$ cat src/rtl/screen_pkg.sv
// Shared definitions for the text-mode screen memory controller:
// screen geometry, address/character widths and the controller state type.
package screen_pkg;

    localparam int COLS   = 40;
    localparam int ROWS   = 30;
    localparam int NCHARS = COLS * ROWS;
    localparam int ADDR_W = 11;
    localparam int CHAR_W = 2;

    typedef enum logic [1:0] {
        IDLE  = 2'd0,
        WRITE = 2'd1,
        CLEAR = 2'd2
    } state_t;

endpackage

$ cat src/rtl/screen_mem_ctrl.sv
// Arbiter for a single-port screen memory shared by the display refresh
// (highest priority, read-only), a handshaked character writer and a
// full-screen fill engine. The memory itself sits outside this block and
// returns read data combinationally for the address presented.
module screen_mem_ctrl #(
    parameter int NCHARS = screen_pkg::NCHARS,
    parameter int ADDR_W = screen_pkg::ADDR_W,
    parameter int CHAR_W = screen_pkg::CHAR_W
) (
    input  logic              clk,
    input  logic              reset_n,
    input  logic              disp_en,
    input  logic [ADDR_W-1:0] disp_addr,
    output logic [CHAR_W-1:0] disp_char,
    input  logic              wr_req,
    input  logic [ADDR_W-1:0] wr_addr,
    input  logic [CHAR_W-1:0] wr_data,
    output logic              wr_ack,
    input  logic              clr_req,
    input  logic [CHAR_W-1:0] clr_data,
    output logic              busy,
    output logic [ADDR_W-1:0] mem_addr,
    output logic              mem_we,
    output logic [CHAR_W-1:0] mem_wdata,
    input  logic [CHAR_W-1:0] mem_rdata
);
    import screen_pkg::*;

    localparam logic [ADDR_W-1:0] LAST_ADDR = ADDR_W'(NCHARS - 1);
    localparam logic [ADDR_W:0]   DEPTH     = (ADDR_W + 1)'(NCHARS);

    state_t            state;
    state_t            state_nxt;
    logic [ADDR_W-1:0] cnt;
    logic [ADDR_W-1:0] cnt_nxt;
    logic [CHAR_W-1:0] clr_code;
    logic              wr_in_range;

    // Writes outside the visible screen are acknowledged but never reach memory.
    assign wr_in_range = ({1'b0, wr_addr} < DEPTH);

    assign busy = (state == CLEAR);

    // Controller state and fill counter.
    always_ff @(posedge clk or negedge reset_n) begin
        if (!reset_n) begin
            state <= IDLE;
            cnt   <= '0;
        end else begin
            state <= state_nxt;
            cnt   <= cnt_nxt;
        end
    end

    // Capture the fill code when a clear is accepted; it is pure data.
    always_ff @(posedge clk) begin
        if (state == IDLE && clr_req) begin
            clr_code <= clr_data;
        end
    end

    // Display character register: one cycle behind the address, zero when blanked.
    always_ff @(posedge clk or negedge reset_n) begin
        if (!reset_n) begin
            disp_char <= '0;
        end else begin
            disp_char <= disp_en ? mem_rdata : '0;
        end
    end

    // Next-state and memory port control; the display steals the port in any state.
    always_comb begin
        state_nxt = state;
        cnt_nxt   = cnt;
        mem_addr  = '0;
        mem_we    = 1'b0;
        mem_wdata = '0;
        wr_ack    = 1'b0;

        case (state)
            IDLE: begin
                // A clear beats a simultaneous write; the writer keeps its request up.
                if (clr_req) begin
                    state_nxt = CLEAR;
                    cnt_nxt   = '0;
                end else if (wr_req) begin
                    state_nxt = WRITE;
                end
            end
            WRITE: begin
                if (!disp_en) begin
                    mem_addr  = wr_addr;
                    mem_wdata = wr_data;
                    mem_we    = wr_in_range;
                    wr_ack    = 1'b1;
                    state_nxt = IDLE;
                end
            end
            CLEAR: begin
                if (!disp_en) begin
                    mem_addr  = cnt;
                    mem_wdata = clr_code;
                    mem_we    = 1'b1;
                    // Stop on the last cell rather than wrapping the counter.
                    if (cnt == LAST_ADDR) begin
                        state_nxt = IDLE;
                    end else begin
                        cnt_nxt = cnt + 1'b1;
                    end
                end
            end
            default: begin
                state_nxt = IDLE;
            end
        endcase

        if (disp_en) begin
            mem_addr  = disp_addr;
            mem_we    = 1'b0;
            mem_wdata = '0;
        end

        // Reset must silence the memory port at once, not at the next edge.
        if (!reset_n) begin
            mem_addr  = '0;
            mem_we    = 1'b0;
            mem_wdata = '0;
            wr_ack    = 1'b0;
        end
    end

endmodule

$ cat config.mk
export PLATFORM = sky130hd
export DESIGN_NAME = screen_mem_ctrl
export DESIGN_NICKNAME = d
export VERILOG_FILES = /design/src/rtl/screen_pkg.sv /design/src/rtl/screen_mem_ctrl.sv
export SDC_FILE = /design/constraint.sdc
export NUM_CORES = 1
export LEC_CHECK = 0
export ABC_AREA = 1
export BUFFER_PORTS_ARGS = -buffer_cell sky130_fd_sc_hd__buf_2
export CAP_MARGIN = 20
export CORE_MARGIN = 1
export CORE_UTILIZATION = 49
export DETAILED_ROUTE_END_ITERATION = 8
export PLACE_DENSITY = 0.79
export RECOVER_POWER = 100
export SLEW_MARGIN = 25
export SYNTH_ARGS = -nofsm -noshare
export SYNTH_HDL_FRONTEND = slang
export SYNTH_SLANG_ARGS = --single-unit
$ cat constraint.sdc
create_clock -name clk -period 1.95 [get_ports clk]
set_clock_uncertainty 0.15 [all_clocks]
set_input_delay 0.2925 -clock clk [delete_from_list [all_inputs] [get_ports clk]]
set_output_delay 0.2925 -clock clk [all_outputs]
set_load 0.03 [all_outputs]
Yosys cells after proc, flatten, opt, wreduce, memory -nomap -nowiden --
Cells that the tools add are included.
Operators by class: $add $sub $neg 1, multiply operators 0, divide/modulo/power cells 0, $lt $le $gt $ge 1, equality and inequality tests 9, shift operators 0, mux-type cells 23, bitwise logic cells 0, reduce and logical (&&, ||, !) cells 5
Operators by type and width (number):
- $mux 11 | 5
- $pmux 11 s2 | 2
- $mux 2 | 8
- $add 11x1->11 const B | 1
- $eq 11x11->1 const B | 1
- $lt 11x11->1 const B | 1
- $ne 2x2->1 const B | 4
- $reduce_and 4->1 | 2
- $pmux 2 s3 | 1
- $mux 1 | 5
- $pmux 2 s2 | 1
- $ne 3x3->1 const B | 1
- $eq 2x1->1 const B | 1
- $eq 2x2->1 const B | 1
- $logic_not 2->1 | 1
- $ne 2x1->1 const B | 1
- $pmux 1 s2 | 1
- $reduce_bool 2->1 | 1
- $logic_and 1x1->1 | 1
Word-level totals: bits in registers 17, latch bits 0, memory bits (writable) 0, ROM bits 0, output and inout bits 18, word-level logic and storage cells 43, memories 0

Depth between registers and ports, before layout --
Gate-level depths: netlist (run 1).
depth in word-level cells 4, depth in mapped cells 11, depth with buffers taken out 10

Worst setup path after synthesis (run 1) --
OpenSTA, ideal clock, no wires.
kind reg2out, start point register state[0], end point output port mem_addr[9], data arrival time 2266 ps, data required time 1507 ps, setup slack -759 ps, cell stages (with the launch flop) 10, cells stage by stage dfrtp_1 -> inv_1 -> ha_1 -> buf_2 -> inv_1 -> buf_2 -> buf_2 -> o21ai_0 -> inv_1 -> o21ai_0
Between the ends: cells in the longest elaborated chain, start to end 4, elaborated cells between the ends (all ways) 5
RTL lines:
- start, declared | RTL line screen_mem_ctrl.sv:32 | state_t state;
- start signal, assigned | RTL line screen_mem_ctrl.sv:50 | state <= state_nxt;
- $eq 2x2->1
- via busy | RTL line screen_mem_ctrl.sv:21 | output logic busy,
- $pmux 11 s2 | RTL line screen_mem_ctrl.sv:80 | case (state)
- $mux 11 | RTL line screen_mem_ctrl.sv:117 | if (disp_en) begin
- $mux 11 | RTL line screen_mem_ctrl.sv:124 | if (!reset_n) begin
- end, declared | RTL line screen_mem_ctrl.sv:22 | output logic [ADDR_W-1:0] mem_addr,
The timed path passes the listed nets, and every way through them passes these cells.

Worst setup path in the final report (run 1) --
start point register state[0], end point output port mem_addr[4]
Between the ends: cells in the longest elaborated chain, start to end 4, elaborated cells between the ends (all ways) 5
RTL lines (RTL line):
- $eq 2x2->1 or $eq 2x1->1 (tied branches) | screen_mem_ctrl.sv:80
- $pmux 11 s2 * | screen_mem_ctrl.sv:80
- $mux 11 * | screen_mem_ctrl.sv:117
- $mux 11 * | screen_mem_ctrl.sv:124
Every way passes the cells marked *; elsewhere a longest branch is shown, timed or not.

==> out/results.tsv, run 1 <==
stage	metric	value	unit
outcome	failing checks	setup timing	
detailed_routing	post-route ant nets	0	
die	num rows	18	
grt	initial antenna violation count	0	
placement	HPWL Detailed	2.887	mm
grt	Total GRT Usage	0.3733	
clock_network	Clock transition at path regs	0.12	ns
detailed_routing	routed len/inst	16.99	um
grt	first-pass GRT wire length	7.659	mm
timing	RSZ-0062 raised after global routing	true	
clock_network	clock sink count	17	
timing	max-slew violations	0	
logic_synthesis	Synth Register Bits	17	
final_layout	fill count	148	
timing	Rel. slew slack	0.5515	
timing	final period utilization	1.109	
setup_path	most frequent CP cell	buf_6	
placement	placed inst area	1793	um^2
setup_path	Max FO, Critical Path	8	
logic_synthesis	Seq/Total Area, Yosys	0.3164	
placement	gpl congestion	0.8511	
grt	pin count of the biggest net entering global routing	16	
setup_path	CP max-delay cell	dfrtp_1	
timing	Final min period	2.162	ns
setup_path	Worst Setup SP	state[0]	
detailed_routing	DRT iter0 DRCs	97	
placement	PortBufs	50	
timing	setup violators final	15	
detailed_routing	via/cell ratio	5.732	
final_layout	final net count	333	
outcome	status	finished, violations left	
die	Core Region	2567	um^2
setup_path	critical path type	register to output pin	
logic_synthesis	Synth Area in Adders	0.03636	
die	Die Footprint	3025	um^2
logic_synthesis	multiplexer area fraction after synthesis	0	
logic_synthesis	main combinational cell family by area after synthesis	simple AND/OR/NAND/NOR gates	
detailed_routing	final WL	5.523	mm
die	die height	55	um
logic_synthesis	Cells after Synth	224	
clock_network	Clock Path Buffers	2	
logic_synthesis	Synth Net Count	261	
placement	dpl ws	0.07889	ns
min_path	Worst Hold Class	input port to register	
flow_run	Max-Cap Viols	0	
clock_network	Root Buffer	clkbuf_4	
logic_synthesis	library cells used by synthesis	25	
clock_network	clk_lat worst skew	0.31	ns
final_layout	area delta synth->final	56.45	%
min_path	hold path startpoint	clr_data[1]	
logic_synthesis	xor/xnor share of the synthesized area	0.01273	
setup_path	Worst path max stage delay	0.43	ns
pwr	leakage	1.050	nW
final_layout	most common cell after layout, fill and taps aside	nand2_1	
pwr	total power	1.962	mW
clock_network	H-tree levels	1	
setup_path	reg2reg start	state[1]	
detailed_routing	# DRC	0	
timing	Final Hold Vio Count	0	
final_layout	most frequent cells in the layout	nand2_1, inv_1, buf_2	
setup_path	CP Launch Type	register	
grt	vias in the first global route	1678	
logic_synthesis	Synth Area in Compound Gates	0.1300	
die	Ports	51	
timing	Final Worst Setup Slack	-0.2118	ns
die	DIE WIDTH	55	um
timing	setup TNS	-2.206	ns
setup_path	worst path cell trace	inv_2, ha_4, inv_4, buf_6, o22ai_2, inv_1, o21ai_2, buf_6	
die	Initial Utilization	0.5361	
final_layout	final instance area	2153	um^2
pwr	Peak VDD IR	0.0008526	V
logic_synthesis	Synth Area per Inst	6.144	um^2
final_layout	n_diodes	0	
setup_path	critical path arrival	1.72	ns
logic_synthesis	synth top area cells	dfrtp_1, nand2_1, inv_1, nand3_1, o21ai_0	
logic_synthesis	synthesized area	1376	um^2
setup_path	Worst Setup End Kind	output pin	
clock_network	CTS tree	done	
final_layout	share of layout cells above drive strength 1	0.3661	
logic_synthesis	simple-gate share of the synthesized area	0.3700	
setup_path	CP required	1.51	ns
grt	Overflow after GRT	0	
detailed_routing	1st-pass router iterations	5	
clock_network	Inserted Clock Buffers	3	
logic_synthesis	Synth top area share	0.2727	
timing	Max Fclk	462.6	MHz
timing	Slew @ Worst Pin	0.6728	ns
logic_synthesis	Synth warnings	0	
logic_synthesis	most area-hungry cell type in the Yosys netlist	dfrtp_1	
detailed_routing	via count	1863	
pwr	Pwr Density	911.0	nW/um^2
## worst max-delay path: cells and delay by family (launching register included)
kind | cells | cell delay, ns
AOI/OAI and AO/OA | 2 | 0.32
adders and majority gates | 1 | 0.16
buffers and inverters | 5 | 0.50
DFF | 1 | 0.43
## where the power goes
part | leakage (nW) | switching (mW) | total (mW) | internal [mW]
logic | 0.809 | 0.768 | 1.31 | 0.542
clock network | 0.0177 | 0.140 | 0.217 | 0.0768
registers | 0.223 | 0.0335 | 0.434 | 0.401
total | 1.05 | 0.942 | 1.96 | 1.02
## flip-flops by register name (all words and copies together) (netlist names)
register / count
cnt: 11
state: 2
disp_char: 2
clr_code: 2
## cells in the mapped netlist
master / count
nand3_2: 1
nand2_2: 2
o22ai_1: 5
buf_4: 1
inv_2: 2
dfrtp_1: 15
nor3b_1: 1
nor2_1: 19
a21oi_1: 4
inv_1: 36
buf_2: 4
ha_1: 4
or2_2: 1
edfxtp_1: 2
xnor2_1: 1
a22o_1: 2
o21ai_0: 21
clkbuf_1: 4
nand3b_1: 1
o21ai_1: 1
nand3_1: 24
xor2_1: 1
nor3_1: 1
nand2_1: 70
nand4_1: 1
## worst paths after layout
kind	cells past startpoint	to	slack, ns
hold / removal	1	clr_code[1]	0.01
max in group asynchronous	3	cnt[6]	0.80
setup / recovery	8	mem_addr[4]	-0.21
setup reg to reg	9	cnt[2]	0.14
hold reg to reg	2	cnt[10]	0.39
min in group asynchronous	3	disp_char[0]	0.29
## cell type report
type | instances | area, um^2 | share of cell area
Inverter | 38 | 145.1 | 0.06740
Sequential cell | 17 | 435.4 | 0.2022
Clock inverter | 1 | 5.005 | 0.002324
Tap cell | 30 | 37.54 | 0.01743
Multi-Input combinational cell | 160 | 932.1 | 0.4329
Timing Repair Buffer | 76 | 575.6 | 0.2673
Clock buffer | 3 | 22.52 | 0.01046
## layer usage
| layer | GRT usage | wire length (um) | up-vias |
|---|---|---|---|
| met1 | 0.3867 | 1925 | 855 |
| met5 | 0 | 0 | - |
| li1 | - | - | 845 |
| met4 | 0.1875 | 257 | 0 |
| met3 | 0.05738 | 491 | 31 |
| met2 | 0.7149 | 2848 | 132 |
## timing repair
action,4_1_cts,5_1_grt
endpoints found under the setup margin,14,26
hold buffers,1,1
gates cloned,1,1
gates resized for setup,51,12
pin swaps,12,3
hold endpoints to repair,15,1
buffers inserted,9,1
## logic make-up (layout without fill, tap and decap cells)
logic type	after synthesis	in the layout
AO/OA/AOI/OAI	33	33
XOR/XNOR	2	2
adder cells (fa/ha/maj)	4	4
buffers and inverters	47	118
flip-flops	17	17
AND/OR/NAND/NOR	121	121
## metrics by stage
stage                     hold WS (ns)  cells  utilization
final                          0.01009    325       0.8387
after global routing          0.005068    325       0.8387
after CTS                     0.003906    322       0.8236
after detailed placement        0.1102    307       0.6983
after global placement          0.1107    307       0.6983
after floorplan                -0.1531    224            -
No activity file was read; power rests on OpenSTA's default activity.
==> inputs of run 2 (changes only) <==
--- a/config.mk
+++ b/config.mk
@@ -8,10 +8,12 @@
 export ABC_AREA = 1
 export BUFFER_PORTS_ARGS = -buffer_cell sky130_fd_sc_hd__buf_2
 export CAP_MARGIN = 20
+export CELL_PAD_IN_SITES_DETAIL_PLACEMENT = 1
+export CELL_PAD_IN_SITES_GLOBAL_PLACEMENT = 1
 export CORE_MARGIN = 1
-export CORE_UTILIZATION = 49
+export CORE_UTILIZATION = 33
 export DETAILED_ROUTE_END_ITERATION = 8
-export PLACE_DENSITY = 0.79
+export PLACE_DENSITY_LB_ADDON = 0.1
 export RECOVER_POWER = 100
 export SLEW_MARGIN = 25
 export SYNTH_ARGS = -nofsm -noshare
==> run 2 against run 1 <==
Largest power group unchanged. The run still ends with setup timing left. Cell count is 6.2% higher. Highest routed layer unchanged. Via count is 9.6% lower. First-iteration DRC count is 5.2% higher.
==> out/results.tsv, run 2 (synthesized netlist as in run 1, its figures left out) <==
stage	metric	value	unit	change
outcome	status	finished, violations left		
outcome	failing checks	setup timing		
setup_path	reg2reg start	state[1]		
clock_network	H-tree levels	1		unchanged
detailed_routing	WL met3	124	um	-75%
setup_path	CP required	1.51	ns	about the same
clock_network	clock sink count	17		unchanged
placement	placed cell count	329		+7.2%
setup_path	CP Launch Type	register		
final_layout	fill count	552		+270%
clock_network	CTS tree	done		
grt	Overflow after GRT	0		unchanged
detailed_routing	final WL	5.224	mm	-5.4%
final_layout	area delta synth->final	61.09	%	
clock_network	clk_lat worst skew	0.26	ns	-0.05 ns
detailed_routing	WL met1	2.341	mm	+22%
timing	final period utilization	1.063		-0.04580
final_layout	Top reg by flops	cnt		
setup_path	critical path type	register to output pin		
grt	initial antenna violation count	0		unchanged
clock_network	Clock Path Buffers	2		unchanged
die	Core Region	4000	um^2	+56%
placement	HPWL Detailed	3.618	mm	+25%
grt	vias in the first global route	1685		+0.42%
final_layout	share of layout cells above drive strength 1	0.3695		+0.003390
detailed_routing	# DRC	0		unchanged
pwr	Peak VDD IR	0.0007488	V	-12%
setup_path	Worst Setup SP	state[1]		
detailed_routing	post-route ant nets	0		unchanged
setup_path	Max FO, Critical Path	7		-1
detailed_routing	DRT iter0 DRCs	102		+5.2%
placement	PortBufs	50		unchanged
final_layout	most frequent cells in the layout	nand2_1, inv_1, buf_2		
detailed_routing	via/cell ratio	4.884		-15%
min_path	hold path startpoint	clr_data[1]		
min_path	Worst Hold Class	input port to register		
detailed_routing	via count	1685		-9.6%
timing	max-slew violations	0		unchanged
timing	RSZ-0062 raised after global routing	true		
timing	Max Fclk	482.5	MHz	+4.3%
die	Die Footprint	4433	um^2	+47%
timing	Final min period	2.072	ns	-0.08931 ns
detailed_routing	met2 wire len	2.696	mm	-5.3%
timing	setup violators final	14		-1
final_layout	Non-Filler Instances	345		+6.2%
timing	Final Worst Setup Slack	-0.1225	ns	+0.08931 ns
final_layout	most common cell after layout, fill and taps aside	nand2_1		
grt	pin count of the biggest net entering global routing	16		unchanged
placement	dpl ws	0.09372	ns	+0.01483 ns
pwr	total power	2.040	mW	+4.0%
grt	Total GRT Usage	0.2395		-0.1338
flow_run	Max-Cap Viols	0		unchanged
timing	Rel. slew slack	0.5266		-0.02487
pwr	Pwr Density	919.9	nW/um^2	+0.98%
die	Ports	51		unchanged
die	die height	66.58	um	+21%
setup_path	Worst Setup End Kind	output pin		
die	Initial Utilization	0.3441		-0.1920
detailed_routing	routed len/inst	15.14	um	-11%
pwr	leakage	1.063	nW	+1.3%
detailed_routing	1st-pass router iterations	4		-1
grt	first-pass GRT wire length	7.914	mm	+3.3%
timing	hold_ws	0.04828	ns	+0.03820 ns
setup_path	critical path arrival	1.63	ns	-0.09 ns
timing	setup TNS	-1.432	ns	+0.7748 ns
placement	gpl congestion	0.7987		-6.2%
timing	Slew @ Worst Pin	0.7101	ns	+0.03730 ns
clock_network	Inserted Clock Buffers	3		unchanged
die	num rows	23		+5
final_layout	final net count	333		unchanged
clock_network	Clock transition at path regs	0.08	ns	-0.04 ns
clock_network	Root Buffer	clkbuf_8		
detailed_routing	top layer used by detailed routing	met4		
final_layout	n_diodes	0		unchanged
final_layout	max reg flops	11		unchanged
die	DIE WIDTH	66.58	um	+21%
timing	Final Hold Vio Count	0		unchanged
## run 2: changes by cell type in the layout (fill, tap and decap cells not counted), sizes merged
cell	change
clkbuf	+1
dlygate4sd3	-1
## run 2: per-layer routing
layer / global-route usage / vias up
met5: 0 / -
met4: 0.07181 / 0
met3: 0.02911 / 7
met2: 0.4318 / 32
met1: 0.2921 / 798
li1: - / 848
## run 2: final timing paths
path | slack (ns) | end | depth (start not counted)
max | -0.12 | mem_addr[4] | 6
min | 0.05 | clr_code[1] | 1
max reg2reg | 0.11 | state[0] | 8
min reg2reg | 0.38 | cnt[10] | 2
max in group asynchronous | 0.72 | cnt[6] | 3
min in group asynchronous | 0.32 | disp_char[0] | 3
## run 2: power breakdown
part / leakage (nW) / switching [mW] / internal [mW] / total [mW]
logic: 0.815 / 0.763 / 0.558 / 1.32
registers: 0.223 / 0.0330 / 0.401 / 0.434
clock network: 0.0255 / 0.142 / 0.143 / 0.284
## run 2: worst max-delay path, stage by stage, from the launching register on
cell     delay, ns
dfrtp_1       0.41
inv_2         0.09
ha_4          0.28
nand3_4       0.11
buf_12        0.18
o21ai_2       0.15
buf_6         0.15
## run 2: final cells by class
cell class | count | area [um^2] | share of cell area
flip-flops and latches | 17 | 435.4 | 0.1964
clock buffers | 3 | 41.29 | 0.01862
multi-input cells | 160 | 945.9 | 0.4266
well taps | 50 | 62.56 | 0.02822
clock inverters | 1 | 5.005 | 0.002257
repair buffers | 76 | 581.8 | 0.2624
inverters | 38 | 145.1 | 0.06546
## run 2: what timing repair did
action,4_1_cts,5_1_grt
pin swaps,13,6
hold buffers,1,0
setup endpoints to repair,15,27
buffers inserted,6,3
hold endpoints to repair,15,0
cloned,1,1
resized for setup,49,11
## run 2: per-stage QoR
| step | instance area [um^2] | utilization |
|---|---|---|
| final | 2217 | 0.5543 |
| after global routing | 2217 | 0.5543 |
| after CTS | 2147 | 0.5368 |
| after detailed placement | 1846 | 0.4614 |
| after global placement | 1846 | 0.4614 |
| after floorplan | 1465 | - |
